## src/rtl/ps2_pkg.sv

```systemverilog
// Shared types and constants for the multi-channel PS/2 receiver.
// Packet-word layout helpers keep field positions in one place.
package ps2_pkg;

    typedef enum logic [1:0] {ST_IDLE, ST_DATA, ST_PARITY, ST_STOP} frame_state_e;
    typedef enum logic [1:0] {ERR_NONE, ERR_PARITY, ERR_STOP, ERR_TIMEOUT} err_code_e;
    typedef enum logic {MODE_KBD, MODE_MOUSE} ch_mode_e;

    localparam logic [2:0] KBD_PREFIX_MAX = 3'd3;
    localparam logic [2:0] MOUSE_PKT_LEN  = 3'd3;
    localparam int MOUSE_SYNC_BIT = 3;

    localparam int W_CH_LSB   = 60;
    localparam int W_CNT_LSB  = 57;
    localparam int W_MODE_BIT = 56;
    localparam int W_ERR_BIT  = 55;
    localparam int W_CODE_LSB = 48;

    function automatic logic [63:0] pkt_word(input logic [3:0] ch, input logic [2:0] cnt,
                                             input logic mode, input logic [31:0] data);
        logic [63:0] w;
        w = '0;
        w[W_CH_LSB +: 4]  = ch;
        w[W_CNT_LSB +: 3] = cnt;
        w[W_MODE_BIT]     = mode;
        w[31:0]           = data;
        return w;
    endfunction

    function automatic logic [63:0] err_word(input logic [3:0] ch, input logic [1:0] code);
        logic [63:0] w;
        w = '0;
        w[W_CH_LSB +: 4]   = ch;
        w[W_ERR_BIT]       = 1'b1;
        w[W_CODE_LSB +: 2] = code;
        return w;
    endfunction

endpackage

```

## src/rtl/ps2_rx_frame.sv

```systemverilog
// One PS/2 frame receiver: 2-FF sync, clock glitch filter, 11-bit frame FSM, parity and timeout.
// Latency: byte_valid/err pulse one cycle after the filtered stop-bit edge (or timeout expiry).
// Backpressure: none; downstream must accept every pulse.
module ps2_rx_frame
    import ps2_pkg::*;
#(
    parameter int FILT_LEN    = 8,
    parameter int TIMEOUT_CYC = 50000,
    parameter int TO_W        = 16
) (
    input  logic       clk,
    input  logic       rst,
    input  logic       ps2_clk,
    input  logic       ps2_d,
    input  logic       pkt_busy,
    output logic       byte_valid,
    output logic [7:0] rx_byte,
    output logic       err,
    output err_code_e  err_code,
    output logic       act,
    output logic       idle
);

    localparam logic [FILT_LEN-1:0] EDGE_PAT = {{(FILT_LEN/2){1'b1}}, {(FILT_LEN/2){1'b0}}};
    localparam logic [TO_W-1:0]     TO_LIM   = TO_W'(TIMEOUT_CYC);

    logic [1:0]          clk_sync, d_sync;
    logic [FILT_LEN-1:0] hist;
    frame_state_e        state, state_n;
    logic [7:0]          sr, sr_n;
    logic [2:0]          bit_cnt, cnt_n;
    logic                par, par_n;
    logic [TO_W-1:0]     to_cnt, to_n;
    logic                byte_valid_n, err_n, timeout, clk_edge, d;
    err_code_e           code_n;

    // Newest sample enters at the MSB, so the pattern marks a clean low-to-high transition.
    assign clk_edge = (hist == EDGE_PAT);
    assign d        = d_sync[1];
    assign timeout  = !clk_edge && (to_cnt == TO_LIM) && (state != ST_IDLE || pkt_busy);
    assign act      = (state == ST_DATA);
    assign idle     = (state == ST_IDLE);
    assign rx_byte  = sr;

    always_comb begin
        state_n      = state;
        sr_n         = sr;
        cnt_n        = bit_cnt;
        par_n        = par;
        byte_valid_n = 1'b0;
        err_n        = 1'b0;
        code_n       = err_code;
        to_n         = clk_edge ? '0 : ((to_cnt == TO_LIM) ? to_cnt : to_cnt + 1'b1);
        if (timeout) begin
            state_n = ST_IDLE;
            err_n   = 1'b1;
            code_n  = ERR_TIMEOUT;
        end else if (clk_edge) begin
            case (state)
                ST_IDLE: begin
                    if (!d) begin
                        state_n = ST_DATA;
                        cnt_n   = 3'd0;
                    end
                end
                ST_DATA: begin
                    sr_n  = {d, sr[7:1]};
                    cnt_n = bit_cnt + 3'd1;
                    if (bit_cnt == 3'd7) state_n = ST_PARITY;
                end
                ST_PARITY: begin
                    par_n   = d;
                    state_n = ST_STOP;
                end
                default: begin
                    state_n = ST_IDLE;
                    if (!d) begin
                        err_n  = 1'b1;
                        code_n = ERR_STOP;
                    end else if (!(^{sr, par})) begin
                        err_n  = 1'b1;
                        code_n = ERR_PARITY;
                    end else begin
                        byte_valid_n = 1'b1;
                    end
                end
            endcase
        end
    end

    always_ff @(posedge clk) begin
        if (rst) begin
            clk_sync   <= 2'b11;
            d_sync     <= 2'b11;
            hist       <= '1;
            state      <= ST_IDLE;
            sr         <= '0;
            bit_cnt    <= '0;
            par        <= 1'b0;
            to_cnt     <= '0;
            byte_valid <= 1'b0;
            err        <= 1'b0;
            err_code   <= ERR_NONE;
        end else begin
            clk_sync   <= {clk_sync[0], ps2_clk};
            d_sync     <= {d_sync[0], ps2_d};
            hist       <= {clk_sync[1], hist[FILT_LEN-1:1]};
            state      <= state_n;
            sr         <= sr_n;
            bit_cnt    <= cnt_n;
            par        <= par_n;
            to_cnt     <= to_n;
            byte_valid <= byte_valid_n;
            err        <= err_n;
            err_code   <= code_n;
        end
    end

endmodule

```

## src/rtl/ps2_rx_mux.sv

```systemverilog
// Multi-channel PS/2 receiver: per-channel packet assembly, one pending word each, round-robin into a 64-bit FIFO.
// Latency: 2 cycles from packet completion to wr_en_out when uncontended; PS2_RX_ERR_WORD_EN also queues error words.
// Backpressure: wr_full_in stalls all grants; a packet arriving at a still-full pending slot is dropped and flagged.
module ps2_rx_mux
    import ps2_pkg::*;
#(
    parameter int NUM_CH      = 2,
    parameter int FILT_LEN    = 8,
    parameter int TIMEOUT_CYC = 50000,
    parameter int TO_W        = 16
) (
    input  logic              clk,
    input  logic              rst,
    input  logic [NUM_CH-1:0] ps2_clk_in,
    input  logic [NUM_CH-1:0] ps2_d_in,
    input  logic [NUM_CH-1:0] ch_mode_in,
    output logic [NUM_CH-1:0] act_out,
    output logic [NUM_CH-1:0] drop_out,
    output logic              wr_en_out,
    output logic [63:0]       wr_d_out,
    input  logic              wr_full_in
);

    localparam int CW = (NUM_CH > 1) ? $clog2(NUM_CH) : 1;

    logic [NUM_CH-1:0] pend_vld;
    logic [63:0]       pend_word [NUM_CH];
    logic [CW-1:0]     ptr, gnt_idx, scan_idx;
    logic              gnt_vld;
    int                j;

    always_comb begin
        gnt_vld  = 1'b0;
        gnt_idx  = '0;
        scan_idx = '0;
        j        = 0;
        for (int k = 0; k < NUM_CH; k++) begin
            j = int'(ptr) + k;
            if (j >= NUM_CH) j = j - NUM_CH;
            scan_idx = CW'(j);
            if (!gnt_vld && pend_vld[scan_idx]) begin
                gnt_vld = 1'b1;
                gnt_idx = scan_idx;
            end
        end
        if (wr_full_in) gnt_vld = 1'b0;
    end

    always_ff @(posedge clk) begin
        if (rst) begin
            ptr       <= '0;
            wr_en_out <= 1'b0;
            wr_d_out  <= '0;
        end else if (gnt_vld) begin
            ptr       <= (gnt_idx == CW'(NUM_CH - 1)) ? '0 : gnt_idx + 1'b1;
            wr_en_out <= 1'b1;
            wr_d_out  <= pend_word[gnt_idx];
        end else begin
            wr_en_out <= 1'b0;
            wr_d_out  <= '0;
        end
    end

    for (genvar i = 0; i < NUM_CH; i++) begin : g_ch
        logic       byte_vld, err, idle, gnt_hit, pkt_done, err_load, new_vld;
        logic [7:0] rx_byte;
        err_code_e  err_code;
        ch_mode_e   mode;
        logic [23:0] pk_buf, buf_n;
        logic [2:0]  pk_cnt, cnt_n;
        logic [63:0] new_word, pw;
        logic        pv, dr;

        ps2_rx_frame #(
            .FILT_LEN   (FILT_LEN),
            .TIMEOUT_CYC(TIMEOUT_CYC),
            .TO_W       (TO_W)
        ) u_frame (
            .clk       (clk),
            .rst       (rst),
            .ps2_clk   (ps2_clk_in[i]),
            .ps2_d     (ps2_d_in[i]),
            .pkt_busy  (pk_cnt != 3'd0),
            .byte_valid(byte_vld),
            .rx_byte   (rx_byte),
            .err       (err),
            .err_code  (err_code),
            .act       (act_out[i]),
            .idle      (idle)
        );

        assign gnt_hit = gnt_vld && (gnt_idx == CW'(i));
`ifdef PS2_RX_ERR_WORD_EN
        assign err_load = err;
`else
        assign err_load = 1'b0;
`endif

        always_comb begin
            buf_n    = pk_buf;
            cnt_n    = pk_cnt;
            pkt_done = 1'b0;
            if (err) begin
                buf_n = '0;
                cnt_n = '0;
            end else if (byte_vld) begin
                if (mode == MODE_KBD) begin
                    if (!rx_byte[7]) begin
                        pkt_done = 1'b1;
                        buf_n    = '0;
                        cnt_n    = '0;
                    end else if (pk_cnt == KBD_PREFIX_MAX) begin
                        buf_n = '0;
                        cnt_n = '0;
                    end else begin
                        buf_n = {pk_buf[15:0], rx_byte};
                        cnt_n = pk_cnt + 3'd1;
                    end
                end else if (pk_cnt == 3'd0 && !rx_byte[MOUSE_SYNC_BIT]) begin
                    // Out-of-sync first byte: drop it and wait for a byte with the sync bit.
                    buf_n = '0;
                end else if (pk_cnt == MOUSE_PKT_LEN - 3'd1) begin
                    pkt_done = 1'b1;
                    buf_n    = '0;
                    cnt_n    = '0;
                end else begin
                    buf_n = {pk_buf[15:0], rx_byte};
                    cnt_n = pk_cnt + 3'd1;
                end
            end
        end

        assign new_vld  = pkt_done || err_load;
        assign new_word = pkt_done ? pkt_word(4'(i), pk_cnt + 3'd1, mode, {pk_buf, rx_byte})
                                   : err_word(4'(i), err_code);

        always_ff @(posedge clk) begin
            if (rst) begin
                pk_buf <= '0;
                pk_cnt <= '0;
                mode   <= MODE_KBD;
                pv     <= 1'b0;
                pw     <= '0;
                dr     <= 1'b0;
            end else begin
                pk_buf <= buf_n;
                pk_cnt <= cnt_n;
                if (idle && pk_cnt == 3'd0) mode <= ch_mode_e'(ch_mode_in[i]);
                if (gnt_hit) pv <= 1'b0;
                if (new_vld) begin
                    if (pv && !gnt_hit) begin
                        dr <= 1'b1;
                    end else begin
                        pv <= 1'b1;
                        pw <= new_word;
                    end
                end
            end
        end

        assign pend_vld[i]  = pv;
        assign pend_word[i] = pw;
        assign drop_out[i]  = dr;
    end

endmodule
```

## config.mk

```make
export PLATFORM = sky130hd
export DESIGN_NAME = ps2_rx_mux
export DESIGN_NICKNAME = d
export VERILOG_FILES = /design/src/rtl/ps2_pkg.sv /design/src/rtl/ps2_rx_frame.sv /design/src/rtl/ps2_rx_mux.sv
export SDC_FILE = /design/constraint.sdc
export NUM_CORES = 1
export LEC_CHECK = 0
export CAP_MARGIN = 20
export CORE_MARGIN = 1
export CORE_UTILIZATION = 52
export CTS_CLUSTER_DIAMETER = 50
export DETAILED_ROUTE_END_ITERATION = 16
export HOLD_SLACK_MARGIN = 0.12
export PLACE_DENSITY = 0.72
export SLEW_MARGIN = 20
export SYNTH_ARGS = -nofsm -noshare
export SYNTH_HDL_FRONTEND = slang
export SYNTH_SLANG_ARGS = --single-unit
```

## constraint.sdc

```tcl
create_clock -name clk -period 2.75 [get_ports clk]
set_input_delay 0.825 -clock clk [delete_from_list [all_inputs] [get_ports clk]]
set_output_delay 0.825 -clock clk [all_outputs]
set_load 0.02 [all_outputs]
```

==> impl_results.md, run 1 <==
* Outcome: finished, violations left
* Failing checks: design-rule violations
* H-tree depth at 1
* Hold Fails Final Rpt at 0
* Initial antenna violation count at 0
* Worst r2r src: g_ch[0].pk_cnt[0]
* Hold Crit Start: g_ch[0].u_frame.clk_sync[0]
* Multi-input logic area at 4613 sq um
* N_diodes at 0
* Worst-Margin Slew at 0.6339 ns
* Die Y at 142.8 microns
* Root Driver: clkbuf_16
* Worst min path class: reg -> reg
* Clock sink count at 260
* Peak supply drop at 0.4487 mV
* FFs w/ async S/R, synth at 0
* Final setup vio count at 0
* Worst R2R End: g_ch[0].pw[19]
* Vias per inst at 5.176
* R2R depth at 8
* Synth area leaders: dfxtp_1, a21oi_1, nand2_1, nor2_1, mux2i_1
* DR vias at 7624
* Routed WL at 21.36 mm
* Nets at 1224
* Row Count at 51
* Power per Cell Area at 642.8 nW/um^2
* Commonest cells in the netlist: dfxtp_1, nand2_1, nor2_1, a21oi_1, mux2i_1
* Die width at 142.8 microns
* CP Data Required Time at 1.93 ns
* Final Cycle Share at 0.9125
* CTS Hold Bufs at 0
* CTS tree: yes
* GRT Total Usage at 0.2119
* Iter 0 DRT Violations at 475
* FF/Latch Area at 5205 sq um
* Remaining DRCs at 2
* Area delta synth->final at 14.41%
* Largest net degree at the start of global routing at 48
* MaxCap Viol Count at 0
* ANT nets after route at 0
* TritonRoute pass-1 iters at 10
* Min-Delay Endpoint: g_ch[0].u_frame.clk_sync[1]
* Yosys reg bits at 260
* DP HPWL at 14.00 mm
* Fin Hold WS at 0.4106 ns
* Count leader, synth: dfxtp_1
* Syn_area_per_cell at 8.880 sq um
* # IOs at 78
* Yosys cell types at 47
* Layout cells sized above 1 at 0.08113
* Slew Limit Fails at 0
* Final clock skew at 0.01092 ns
* Setup tns final at 0 ns
* Crit Path Class: reg -> out
* Drt wl/cell at 14.50 microns
* First-pass GRT wire length at 34.86 mm
* Clock Tree Buf Depth at 3
* Post-Layout Cell Count at 1473
* DIE AREA at 20390 sq um
* Ys Warns at 0
* CP startpoint kind: register
* Area share of the largest cell type after synthesis at 0.5049
* Post-cts resize count at 2
* Initial Util at 0.5297
* Top_reg_cell synth: dfxtp_1
* Peak Freq at 398.5 MHz
* Synth area leader: dfxtp_1
* Min Tclk post-route at 2.509 ns
* Sequential element share of the synthesized area at 0.5049
* I/O Buffers at 50
* Worst hold path depth at 1
* Postcts setup bufs at 0
* R2r setup slk at 0.65 ns
* RSZ-0062 raised after global routing: false
* FILL cells at 1718
* TritonCTS buffer count at 27
* P_leak at 4.696 nW
* Dpl cells at 1424
* Slew headroom at 0.5735
* GPL Wtd Cong at 0.7885
* CP arrival at 1.68 ns
* Clock latency on the worst-skew pair at 0.52 ns
* Worst-path maximum fanout at 8
* Mapped Cells at 1161
* Crit. End Element: output port
* Post-synth EDFFs at 0
* Number of global-route vias before repair at 7036
* Mapped Area at 10310 sq um
* Clock slew at reported path FFs at 0.06 ns
* Grt ovf at 0
* Core Box Area at 19460 sq um
==> registers in the layout, summed over array words and instances, names as in the netlist, 2 cells and up <==
name and flops:
g_ch.pk_buf 48, g_ch.mode 2, g_ch.pv 2, g_ch.u_frame.state 4
g_ch.u_frame.hist 16, g_ch.u_frame.par 2, g_ch.u_frame.bit_cnt 6, g_ch.u_frame.byte_valid 2
g_ch.u_frame.err 2, g_ch.u_frame.to_cnt 32, g_ch.pk_cnt 6, g_ch.u_frame.d_sync 4
g_ch.pw 73, g_ch.u_frame.rx_byte 16, g_ch.dr 2, wr_d_out 37
g_ch.u_frame.clk_sync 4
==> cell type report <==
class                           count  share of cell area
Sequential cell                   260              0.4413
Multi-Input combinational cell    809              0.3911
Clock buffer                       39             0.06619
Timing Repair Buffer               64             0.05516
Tap cell                          265             0.02811
Clock inverter                     10            0.009865
Inverter                           26            0.008274
==> power by group <==
group | switching [mW] | leakage [nW] | internal [mW]
logic | 0.108 | 2.16 | 0.0378
registers | 0.0160 | 2.10 | 3.78
clock network | 1.47 | 0.436 | 2.16
==> metal layers <==
metal  part of all wire  global-route usage  routed length (microns)
met1               0.49              0.2981                    10520
met2               0.45              0.3393                     9570
met3              0.042             0.02884                      887
met4              0.018             0.05942                      386
met5                  0                   0                        0
==> critical path: stages (launching register included) <==
cell and delay, ns:
dfxtp_1 0.35, inv_1 0.09, ha_1 0.33, dlygate4sd2_1 0.39
==> kinds of logic (layout without fill, tap and decap cells) <==
logic type / Yosys count / after routing / synth area share
other: 1 / 27 / 0.0003637
AOI/OAI and AO/OA: 168 / 168 / 0.08835
DFF: 260 / 260 / 0.5049
buffers and inverters: 118 / 139 / 0.05813
adders and majority gates: 27 / 27 / 0.03277
xor gates and xnor gates: 38 / 38 / 0.03495
and+or+nand+nor: 490 / 490 / 0.2231
muxes: 59 / 59 / 0.05752
==> how the worst max path moves through the flow <==
| stage | start | to | slack, ns | depth (start not counted) |
|---|---|---|---|---|
| after global routing | g_ch[0].u_frame.state[0] | act_out[0] | 0.17 | 2 |
| after floorplan | wr_full_in | g_ch[0].pw[10] | 0.73 | 7 |
| final | g_ch[1].u_frame.state[1] | act_out[1] | 0.24 | 3 |
| after detailed placement | wr_full_in | g_ch[0].pw[19] | 0.16 | 7 |
| after CTS | g_ch[1].u_frame.state[1] | act_out[1] | 0.23 | 3 |
| after global placement | wr_full_in | g_ch[0].pw[16] | 0.24 | 7 |
==> cells in the final DEF (no fill, tap or decap), drive strengths merged, types with 3 or more instances in the layout <==
| master | count |
|---|---|
| and3 | 5 |
| nor3 | 8 |
| or4 | 3 |
| a211oi | 9 |
| nor4 | 6 |
| nor2 | 157 |
| xnor2 | 23 |
| o211ai | 3 |
| ha | 27 |
| nor4bb | 4 |
| clkbuf | 39 |
| and4 | 3 |
| dfxtp | 260 |
| conb | 27 |
| a21oi | 138 |
| xor2 | 13 |
| inv | 27 |
| nand3 | 17 |
| or2 | 28 |
| clkinv | 5 |
| and2 | 4 |
| nand3b | 4 |
| buf | 15 |
| nor2b | 51 |
| or3 | 6 |
| nand2b | 5 |
| o21ai | 9 |
| nand4b | 3 |
| mux2i | 57 |
| nand2 | 169 |
| nand4 | 13 |
| clkdlybuf4s50 | 47 |
==> metrics by stage <==
step                      worst slack (ns)  total power [mW]  area (sq um)  utilization
after floorplan                     0.7258             4.020         10410            -
after global placement              0.2364             4.025         10900       0.5601
after detailed placement            0.1581             4.028         10900       0.5601
after CTS                           0.2309             7.645         11800       0.6060
after global routing                0.1667             7.813         11800       0.6060
final                               0.2405             7.582         11800       0.6060
Note: power is estimated with default switching activity, not from simulation.
==> run 2, diff against run 1 <==
Settings changed: CTS_CLUSTER_SIZE set to 28.
==> impl_results.md, run 2 (synthesis gave the netlist of run 1 again) <==
* Clock sink count at 260
* Cell Chain, Critical Path: inv_1, ha_1, dlygate4sd2_1
* Switching share of power at 0.2419
* # IOs at 78
* Number of global-route vias before repair at 6966
* Core Box Area at 19460 sq um
* CP startpoint kind: register
* Vias per inst at 5.148
* Peak Freq at 398.6 MHz
* Initial Util at 0.5297
* Worst-path maximum fanout at 8
* CTS tree: yes
* I/O Buffers at 50
* TritonRoute pass-1 iters at 11
* Hold Fails Final Rpt at 0
* Commonest non-fill, non-tap cells in the layout: dfxtp_1, nand2_1, nor2_1
* Largest register FFs at 73
* ANT nets after route at 0
* DIE AREA at 20390 sq um
* Root Driver: clkbuf_16
* GRT Total Usage at 0.2105
* Remaining DRCs at 2
* Largest delay share family, worst path: buffers and inverters
* Power per Cell Area at 618.2 nW/um^2
* Peak supply drop at 0.4679 mV
* Failing checks: design-rule violations
* CP Data Required Time at 1.93 ns
* RSZ-0062 raised after global routing: false
* Worst min path class: reg -> reg
* Die width at 142.8 microns
* Int Pwr at 5.479 mW
* First-pass GRT wire length at 34.65 mm
* DP HPWL at 14.00 mm
* Sequential group share of total power at 0.525
* Crit Path Class: reg -> out
* Overall power at 7.227 mW
* Clock power share at 0.455
* H-tree depth at 1
* Switch Pwr at 1.748 mW
* Largest regs: g_ch.pw (73), g_ch.pk_buf (48), wr_d_out (37)
* Area delta synth->final at 13.39%
* Row Count at 51
* N_diodes at 0
* Drt wl/cell at 14.44 microns
* Outcome: finished, violations left
* Grt ovf at 0
* Leading cell type in the layout, fill and taps excluded: dfxtp_1
* Clock Tree Buf Depth at 3
* Setup tns final at 0 ns
* Slowest-stage cell, CP: dlygate4sd2_1
* DR vias at 7547
* Final Cycle Share at 0.9123
* Clock latency on the worst-skew pair at 0.53 ns
* P_leak at 4.645 nW
* Largest reg by FF count: g_ch.pw
* Initial antenna violation count at 0
* Final clock skew at 0.02103 ns
* Combinational share of power at 0.020
* Crit. End Element: output port
* Largest net degree at the start of global routing at 48
* Nets at 1220
* MaxCap Viol Count at 0
* Routed WL at 21.17 mm
* Final setup vio count at 0
* Die Y at 142.8 microns
* GPL Wtd Cong at 0.7885
* Slew Limit Fails at 0
* Iter 0 DRT Violations at 471
* Min Tclk post-route at 2.509 ns
* CTS Hold Bufs at 0
* Slew headroom at 0.5610
* Worst-Margin Slew at 0.6525 ns
* Layout cells sized above 1 at 0.08077
* Largest stage delay, worst path at 0.39 ns
* Clock slew at reported path FFs at 0.07 ns
* TritonCTS buffer count at 23
* CP arrival at 1.68 ns
* Buffer and inverter count on the worst path at 2
==> run 2: cell types whose count changed in the layout (fill, tap and decap cells not counted), sizes merged <==
cell      change
bufinv        -2
clkbuf       -16
inv           +9
clkinvlp      -1
clkinv        +3
==> run 2: cell type report <==
type | instances | area, sq um
timing repair buffer | 64 | 650.6
tap | 265 | 331.6
clock inverter | 19 | 216.5
clock buffer | 23 | 575.6
fill | 1742 | 7772
multi-input combinational | 809 | 4613
inverter | 26 | 97.59
sequential | 260 | 5205
==> run 2: per-layer routing <==
metal  track usage  vias to the layer above  wire length (microns)
li1              -                     3814                      -
met1        0.2982                     3563                  10240
met2        0.3346                      142                   9669
met3       0.02985                       28                    898
met4       0.05716                        0                    358
met5             0                        -                      0
==> run 2: final timing paths <==
| path | cells past startpoint | slack [ns] | startpoint | end |
|---|---|---|---|---|
| worst max-delay path | 3 | 0.24 | g_ch[1].u_frame.state[1] | act_out[1] |
| worst min-delay path | 1 | 0.42 | g_ch[1].u_frame.clk_sync[1] | g_ch[1].u_frame.hist[7] |
| worst max register to register | 8 | 0.63 | g_ch[0].pk_cnt[0] | g_ch[0].pw[24] |
| worst min register to register | 1 | 0.42 | g_ch[1].u_frame.clk_sync[1] | g_ch[1].u_frame.hist[7] |
==> run 2: what timing repair did <==
item | CTS | global route
setup buffers | 0 | 0
gates resized for setup | 2 | 0
setup endpoints to repair | 2 | 0
==> run 2: power groups by stage <==
stage,Sequential [mW],Combinational [mW],Clock [mW]
5_1_grt,3.80,0.162,3.52
3_3_place_gp,3.88,0.143,0
3_5_place_dp,3.88,0.146,0
2_1_floorplan,3.87,0.146,0
6_report,3.79,0.146,3.29
4_1_cts,3.79,0.147,3.36
==> run 2: through the flow <==
| step | setup slack, ns | cells | area [sq um] | hold slack, ns | utilization |
|---|---|---|---|---|---|
| 6_report | 0.2412 | 1466 | 11690 | 0.4189 | 0.6006 |
| 5_1_grt | 0.1667 | 1466 | 11690 | 0.4322 | 0.6006 |
| 4_1_cts | 0.2195 | 1466 | 11690 | 0.4216 | 0.6006 |
| 3_5_place_dp | 0.1581 | 1424 | 10900 | 0.3971 | 0.5601 |
| 3_3_place_gp | 0.2364 | 1424 | 10900 | 0.3949 | 0.5601 |
| 2_1_floorplan | 0.7258 | 1187 | 10410 | 0.3895 | - |
==> run 3, diff against run 2 <==
Settings changed: SLEW_MARGIN 20 to not set.
==> results of run 3 <==
No change in the layout: final DEF, timing and power equal those of run 2.
